### src/rtl/ram_pkg.sv
// Shared widths, op encodings and controller state type for the RAM sequencing controller.
package ram_pkg;
    localparam int ADDR_W = 5;
    localparam int DATA_W = 32;
    localparam int DEPTH  = 1 << ADDR_W;

    localparam logic [ADDR_W:0] LEN_MAX = (ADDR_W + 1)'(DEPTH);

    localparam logic [1:0] OP_FILL = 2'b00;
    localparam logic [1:0] OP_COPY = 2'b01;
    localparam logic [1:0] OP_SUM  = 2'b10;

    typedef enum logic [2:0] {
        IDLE,
        FILL,
        RD,
        WR,
        SUMRD,
        SUMDRAIN,
        FIN
    } state_t;
endpackage

### src/rtl/ram_dma_ctrl_if.sv
// RAM port bundle: the controller is the master, the RAM is the slave.
interface ram_dma_ctrl_if;
    logic [ram_pkg::ADDR_W-1:0] mem_address;
    logic [ram_pkg::DATA_W-1:0] mem_data_in;
    logic                       mem_writeOn;
    logic [ram_pkg::DATA_W-1:0] mem_data_out;

    modport master (
        output mem_address,
        output mem_data_in,
        output mem_writeOn,
        input  mem_data_out
    );

    modport slave (
        input  mem_address,
        input  mem_data_in,
        input  mem_writeOn,
        output mem_data_out
    );
endinterface

### src/rtl/ram_addr_gen.sv
// Base + running index address generator with modulo-depth wrap and a last-word flag.
module ram_addr_gen
    import ram_pkg::*;
(
    input  logic              clk,
    input  logic              rst_n,
    input  logic              load,
    input  logic              step,
    input  logic [ADDR_W-1:0] base_in,
    input  logic [ADDR_W:0]   len_in,
    output logic [ADDR_W-1:0] addr,
    output logic              last
);

    logic [ADDR_W-1:0] base_q;
    logic [ADDR_W-1:0] idx_q;
    logic [ADDR_W:0]   len_q;

    always_ff @(posedge clk or negedge rst_n) begin
        if (!rst_n) begin
            base_q <= '0;
            idx_q  <= '0;
            len_q  <= '0;
        end else if (load) begin
            base_q <= base_in;
            len_q  <= len_in;
            idx_q  <= '0;
        end else if (step) begin
            idx_q  <= idx_q + 1'b1;
        end
    end

    // Address width truncation gives the wrap from DEPTH-1 back to 0.
    assign addr = base_q + idx_q;
    assign last = ({1'b0, idx_q} == (len_q - 1'b1));

endmodule

### src/rtl/ram_dma_ctrl.sv
// Single-command RAM sequencer: FILL, COPY and SUM over a wrapping word range.
// states: IDLE wait | FILL write const | RD/WR copy pair | SUMRD read+acc | SUMDRAIN last add | FIN done
module ram_dma_ctrl
    import ram_pkg::*;
(
    input  logic              clk,
    input  logic              rst_n,
    input  logic              start,
    input  logic [1:0]        op,
    input  logic [ADDR_W-1:0] src,
    input  logic [ADDR_W-1:0] dst,
    input  logic [ADDR_W:0]   len,
    input  logic [DATA_W-1:0] fill_val,
    output logic              busy,
    output logic              done,
    output logic              err,
    output logic [DATA_W-1:0] sum,
    ram_dma_ctrl_if.master    mem
);

    state_t            state;
    logic [DATA_W-1:0] fill_q;
    logic [DATA_W-1:0] acc;
    logic              acc_en;

    logic              cmd_load;
    logic              cmd_bad;
    logic              src_step;
    logic              dst_step;
    logic [ADDR_W-1:0] src_addr;
    logic [ADDR_W-1:0] dst_addr;
    logic              src_last;
    logic              dst_last;

    assign cmd_load = (state == IDLE) && start;
    assign cmd_bad  = (op == 2'b11) || (len > LEN_MAX);
    assign src_step = (state == WR) || (state == SUMRD);
    assign dst_step = (state == FILL) || (state == WR);

    ram_addr_gen u_src_gen (
        .clk     (clk),
        .rst_n   (rst_n),
        .load    (cmd_load),
        .step    (src_step),
        .base_in (src),
        .len_in  (len),
        .addr    (src_addr),
        .last    (src_last)
    );

    ram_addr_gen u_dst_gen (
        .clk     (clk),
        .rst_n   (rst_n),
        .load    (cmd_load),
        .step    (dst_step),
        .base_in (dst),
        .len_in  (len),
        .addr    (dst_addr),
        .last    (dst_last)
    );

    always_ff @(posedge clk or negedge rst_n) begin
        if (!rst_n) begin
            state  <= IDLE;
            busy   <= 1'b0;
            done   <= 1'b0;
            err    <= 1'b0;
            sum    <= '0;
            fill_q <= '0;
            acc    <= '0;
            acc_en <= 1'b0;
        end else begin
            done <= 1'b0;
            err  <= 1'b0;
            case (state)
                IDLE: begin
                    if (start) begin
                        fill_q <= fill_val;
                        acc    <= '0;
                        acc_en <= 1'b0;
                        if (cmd_bad) begin
                            err <= 1'b1;
                        end else begin
                            busy <= 1'b1;
                            if (len == '0) begin
                                state <= FIN;
                                done  <= 1'b1;
                                if (op == OP_SUM) sum <= '0;
                            end else begin
                                case (op)
                                    OP_FILL: state <= FILL;
                                    OP_COPY: state <= RD;
                                    default: state <= SUMRD;
                                endcase
                            end
                        end
                    end
                end
                FILL: begin
                    if (dst_last) begin
                        state <= FIN;
                        done  <= 1'b1;
                    end
                end
                RD: state <= WR;
                WR: begin
                    if (dst_last) begin
                        state <= FIN;
                        done  <= 1'b1;
                    end else begin
                        state <= RD;
                    end
                end
                SUMRD: begin
                    // RAM data lags the address by one cycle, so the first read has nothing to add yet.
                    acc_en <= 1'b1;
                    if (acc_en) acc <= acc + mem.mem_data_out;
                    if (src_last) state <= SUMDRAIN;
                end
                SUMDRAIN: begin
                    sum   <= acc + mem.mem_data_out;
                    state <= FIN;
                    done  <= 1'b1;
                end
                FIN: begin
                    busy  <= 1'b0;
                    state <= IDLE;
                end
                default: begin
                    busy  <= 1'b0;
                    state <= IDLE;
                end
            endcase
        end
    end

    always_comb begin
        mem.mem_address = '0;
        mem.mem_data_in = '0;
        mem.mem_writeOn = 1'b0;
        case (state)
            FILL: begin
                mem.mem_address = dst_addr;
                mem.mem_data_in = fill_q;
                mem.mem_writeOn = 1'b1;
            end
            RD: begin
                mem.mem_address = src_addr;
            end
            WR: begin
                mem.mem_address = dst_addr;
                mem.mem_data_in = mem.mem_data_out;
                mem.mem_writeOn = 1'b1;
            end
            SUMRD: begin
                mem.mem_address = src_addr;
            end
            default: begin
                mem.mem_address = '0;
            end
        endcase
    end

endmodule
### src/flat_wrapper.sv
// flat-port wrapper written by rule: the top's interface ports become plain ports
module ram_dma_ctrl_flat import ram_pkg::*;
  (clk, rst_n, start, op, src, dst, len, fill_val, busy, done, err, sum, mem_mem_address, mem_mem_data_in, mem_mem_writeOn, mem_mem_data_out);
  ram_dma_ctrl_if mem_i ();
  input  logic clk;
  input  logic rst_n;
  input  logic start;
  input  logic [1:0] op;
  input  logic [ADDR_W-1:0] src;
  input  logic [ADDR_W-1:0] dst;
  input  logic [ADDR_W:0] len;
  input  logic [DATA_W-1:0] fill_val;
  output logic busy;
  output logic done;
  output logic err;
  output logic [DATA_W-1:0] sum;
  output wire logic [$bits(mem_i.mem_address)-1:0] mem_mem_address;
  output wire logic [$bits(mem_i.mem_data_in)-1:0] mem_mem_data_in;
  output wire logic [$bits(mem_i.mem_writeOn)-1:0] mem_mem_writeOn;
  input wire logic [$bits(mem_i.mem_data_out)-1:0] mem_mem_data_out;
  assign mem_mem_address = mem_i.mem_address;
  assign mem_mem_data_in = mem_i.mem_data_in;
  assign mem_mem_writeOn = mem_i.mem_writeOn;
  assign mem_i.mem_data_out = mem_mem_data_out;
  ram_dma_ctrl u_core (.clk(clk), .rst_n(rst_n), .start(start), .op(op), .src(src), .dst(dst), .len(len), .fill_val(fill_val), .busy(busy), .done(done), .err(err), .sum(sum), .mem(mem_i));
endmodule
### config.mk
export PLATFORM = sky130hd
export DESIGN_NAME = ram_dma_ctrl_flat
export DESIGN_NICKNAME = d
export VERILOG_FILES = /design/src/rtl/ram_pkg.sv /design/src/rtl/ram_dma_ctrl_if.sv /design/src/rtl/ram_addr_gen.sv /design/src/rtl/ram_dma_ctrl.sv /design/src/flat_wrapper.sv
export SDC_FILE = /design/constraint.sdc
export NUM_CORES = 1
export LEC_CHECK = 0
export ABC_AREA = 1
export CAP_MARGIN = 20
export CORE_UTILIZATION = 55
export DETAILED_ROUTE_END_ITERATION = 6
export PLACE_DENSITY_LB_ADDON = 0.2
export SYNTH_ARGS = -nofsm -noshare
export SYNTH_HDL_FRONTEND = slang
export SYNTH_SLANG_ARGS = --single-unit
### constraint.sdc
create_clock -name clk -period 4.4 [get_ports clk]
set_clock_uncertainty 0.1 [all_clocks]
set_input_delay 1.1 -clock clk [delete_from_list [all_inputs] [get_ports clk]]
set_output_delay 1.1 -clock clk [all_outputs]
set_load 0.02 [all_outputs]
==> flow_summary.json <==
{
  "status": "complete, but fails checks",
  "violations": "DRC",
  "wl_met3_um": 1520,
  "ys.flop_type": "dfrtp_1",
  "post-route-period-util": 0.901,
  "drive_above_1_share": 0.0491,
  "ys_warn_count": 0,
  "drtIter0Drc": 719,
  "stdcell_area_mm2": 0.0106,
  "cts_buffers": 17,
  "max_freq_ghz": 0.252,
  "cts_sinks": 129,
  "tightest_slew_ns": 0.898,
  "syn_area_mm2": 0.00831,
  "final_common_cell": "nand2_1",
  "worst_setup_path_end_kind": "output port",
  "grt_setup_unrepaired": "false",
  "synth_area_leaders": "dfrtp_1 (39%), nand2_1 (23%), ha_1 (6.3%)",
  "place_ws_ns": 0.680,
  "crit_type": "reg2out",
  "met1_length_um": 10900,
  "htreeDepth": 4,
  "synth_nets": 1307,
  "clk_root_buffer_cell": "clkbuf_16",
  "antenna_found_initial": 0,
  "coreArea_mm2": 0.0146,
  "final_nets": 1460,
  "arrival_ns": 2.76,
  "top_layer_used": "met4",
  "power.density_mw_per_mm2": 749,
  "maxCapViolCount": 0,
  "numPortBuffers": 157,
  "finalSetupTns_ns": 0,
  "dieWidth_um": 125,
  "yosysTopAreaCellShare": 0.389,
  "syn_to_final_growth_pct": 27.9,
  "ys_async_sr_fraction": 1.00,
  "post_drt_wl_per_cell_um": 16.1,
  "clk_latency_ns": 0.43,
  "leakagePower_nw": 5.54,
  "most-common-layout-cells": "nand2_1 (499), clkdlybuf4s50_1 (156), dfrtp_1 (129)",
  "drc": 10,
  "period_needed_ns": 3.96,
  "whs_ns": 0.372,
  "postRouteAntennaNets": 0,
  "setup_violations": 0,
  "synth_edf_count": 0,
  "grt_max_degree": 84,
  "required_ns": 3.20,
  "synthDistinctLibCells": 40,
  "antenna_cells": 0,
  "vias": 8273,
  "hpwlAfterDp_um": 18300,
  "cts_tree": "done",
  "post_cts_resized": 0,
  "ys_seq_area_frac": 0.389,
  "grt_pass1_wl_um": 40400,
  "fill_cells": 1235,
  "ios": 158,
  "wl_um": 24600,
  "vdd_ir_drop_max_mv": 0.460,
  "worstPathMaxFanout": 7,
  "rows": 44,
  "postLayoutSetupSlackWorst_ns": 0.436,
  "initial_core_util": 0.567,
  "hold_path.class": "reg2reg",
  "gr-total-overflow": 0,
  "avgSynthCellArea_um2": 7.06,
  "dr_wl_met2_um": 11600,
  "grt_usage": 0.331,
  "clockBufferDepth": 2,
  "synth_cells": 1177,
  "slew_headroom": 0.400,
  "crit_path_start_kind": "flip-flop",
  "power_mw": 7.96,
  "synth_top_area_cell": "dfrtp_1",
  "finalWeightedCongestion": 0.955,
  "synth-seq-cells": 129,
  "maxSlewViolCount": 0,
  "drt-vias-per-instance": 5.42,
  "cts_setup_buffers": 0,
  "clk_pin_slew_ns": 0.06,
  "grt_pass1_vias": 8083,
  "dr.pass1.iters": 7,
  "hold_violations": 0,
  "place_area_mm2": 0.0100,
  "die-height_um": 125,
  "fp.dieArea_mm2": 0.0156,
  "cts_hold_buffers": 0
}
synth_stat cells, types with 6 or more instances:
library cell,n
a21oi_1,33
a22o_1,33
buf_2,20
dfrtp_1,129
ha_1,42
inv_1,126
inv_2,8
nand2_1,500
nand3_1,85
nand4_1,11
nor2_1,59
nor3_1,12
o21ai_0,34
o21ai_1,13
o21bai_1,6
xnor2_1,9
xor2_1,9
sequential cells by signal, summed over array words and instances, names as in the netlist:
name                     count
u_core.done                  1
u_core.u_src_gen.len_q       6
u_core.u_src_gen.base_q      5
u_core.u_dst_gen.idx_q       5
u_core.u_src_gen.idx_q       5
u_core.state                 3
u_core.fill_q               32
u_core.acc                  32
u_core.busy                  1
u_core.sum                  32
u_core.err                   1
u_core.acc_en                1
u_core.u_dst_gen.base_q      5
metrics by stage:
| step | utilization | instances |
|---|---|---|
| 6_report | 0.726 | 1527 |
| 5_1_grt | 0.726 | 1527 |
| 4_1_cts | 0.726 | 1527 |
| 3_5_place_dp | 0.683 | 1495 |
| 3_3_place_gp | 0.683 | 1495 |
| 2_1_floorplan | - | 1177 |
worst max-delay path: stages, from the launching register on:
cell and delay [ns]:
dfrtp_1 0.45, ha_1 0.25, fa_1 0.38, nand2_1 0.10, nand2_1 0.05, a21oi_1 0.15
xor2_1 0.09, o22ai_1 0.21, clkdlybuf4s50_1 0.64
cell type report:
cell class	instances	area, µm²	share of cell area
Clock buffer	17	425	0.0400
Inverter	134	503	0.0473
Timing Repair Buffer	163	1630	0.153
Multi-Input combinational cell	885	4420	0.416
Tap cell	184	230	0.0217
Sequential cell	129	3230	0.304
Clock inverter	15	196	0.0185
path summary, 6_finish.rpt:
check / from / to / cells past startpoint / slack (ns)
worst max-delay path: u_core.u_dst_gen.idx_q[0] / mem_mem_address[4] / 8 / 0.44
worst min-delay path: u_core.sum[14] / u_core.sum[14] / 2 / 0.37
worst max register to register: u_core.state[1] / u_core.sum[11] / 8 / 1.92
worst min register to register: u_core.sum[14] / u_core.sum[14] / 2 / 0.37
max in group asynchronous: rst_n / u_core.sum[27] / 2 / 2.76
min in group asynchronous: rst_n / u_core.sum[11] / 1 / 0.58
logic make-up after synthesis:
group           count (synthesis)  share of synthesized area
simple gates                  691                      0.342
buf+inv                       163                     0.0798
compound gates                131                      0.100
flops                         129                      0.389
fa+ha+maj                      45                     0.0705
xor+xnor                       18                     0.0190
per-layer routing:
metal | vias to the layer above | GRT usage
li1 | 4064 | -
met5 | - | 0
met2 | 309 | 0.551
met4 | 0 | 0.118
met1 | 3853 | 0.438
met3 | 47 | 0.0524
report_power, final:
group          internal, mW  switching (mW)
Sequential             1.74           0.405
Combinational          1.63            2.67
Clock                 0.908           0.601
Total                  4.28            3.68
Note: power is estimated with default switching activity, not from simulation.
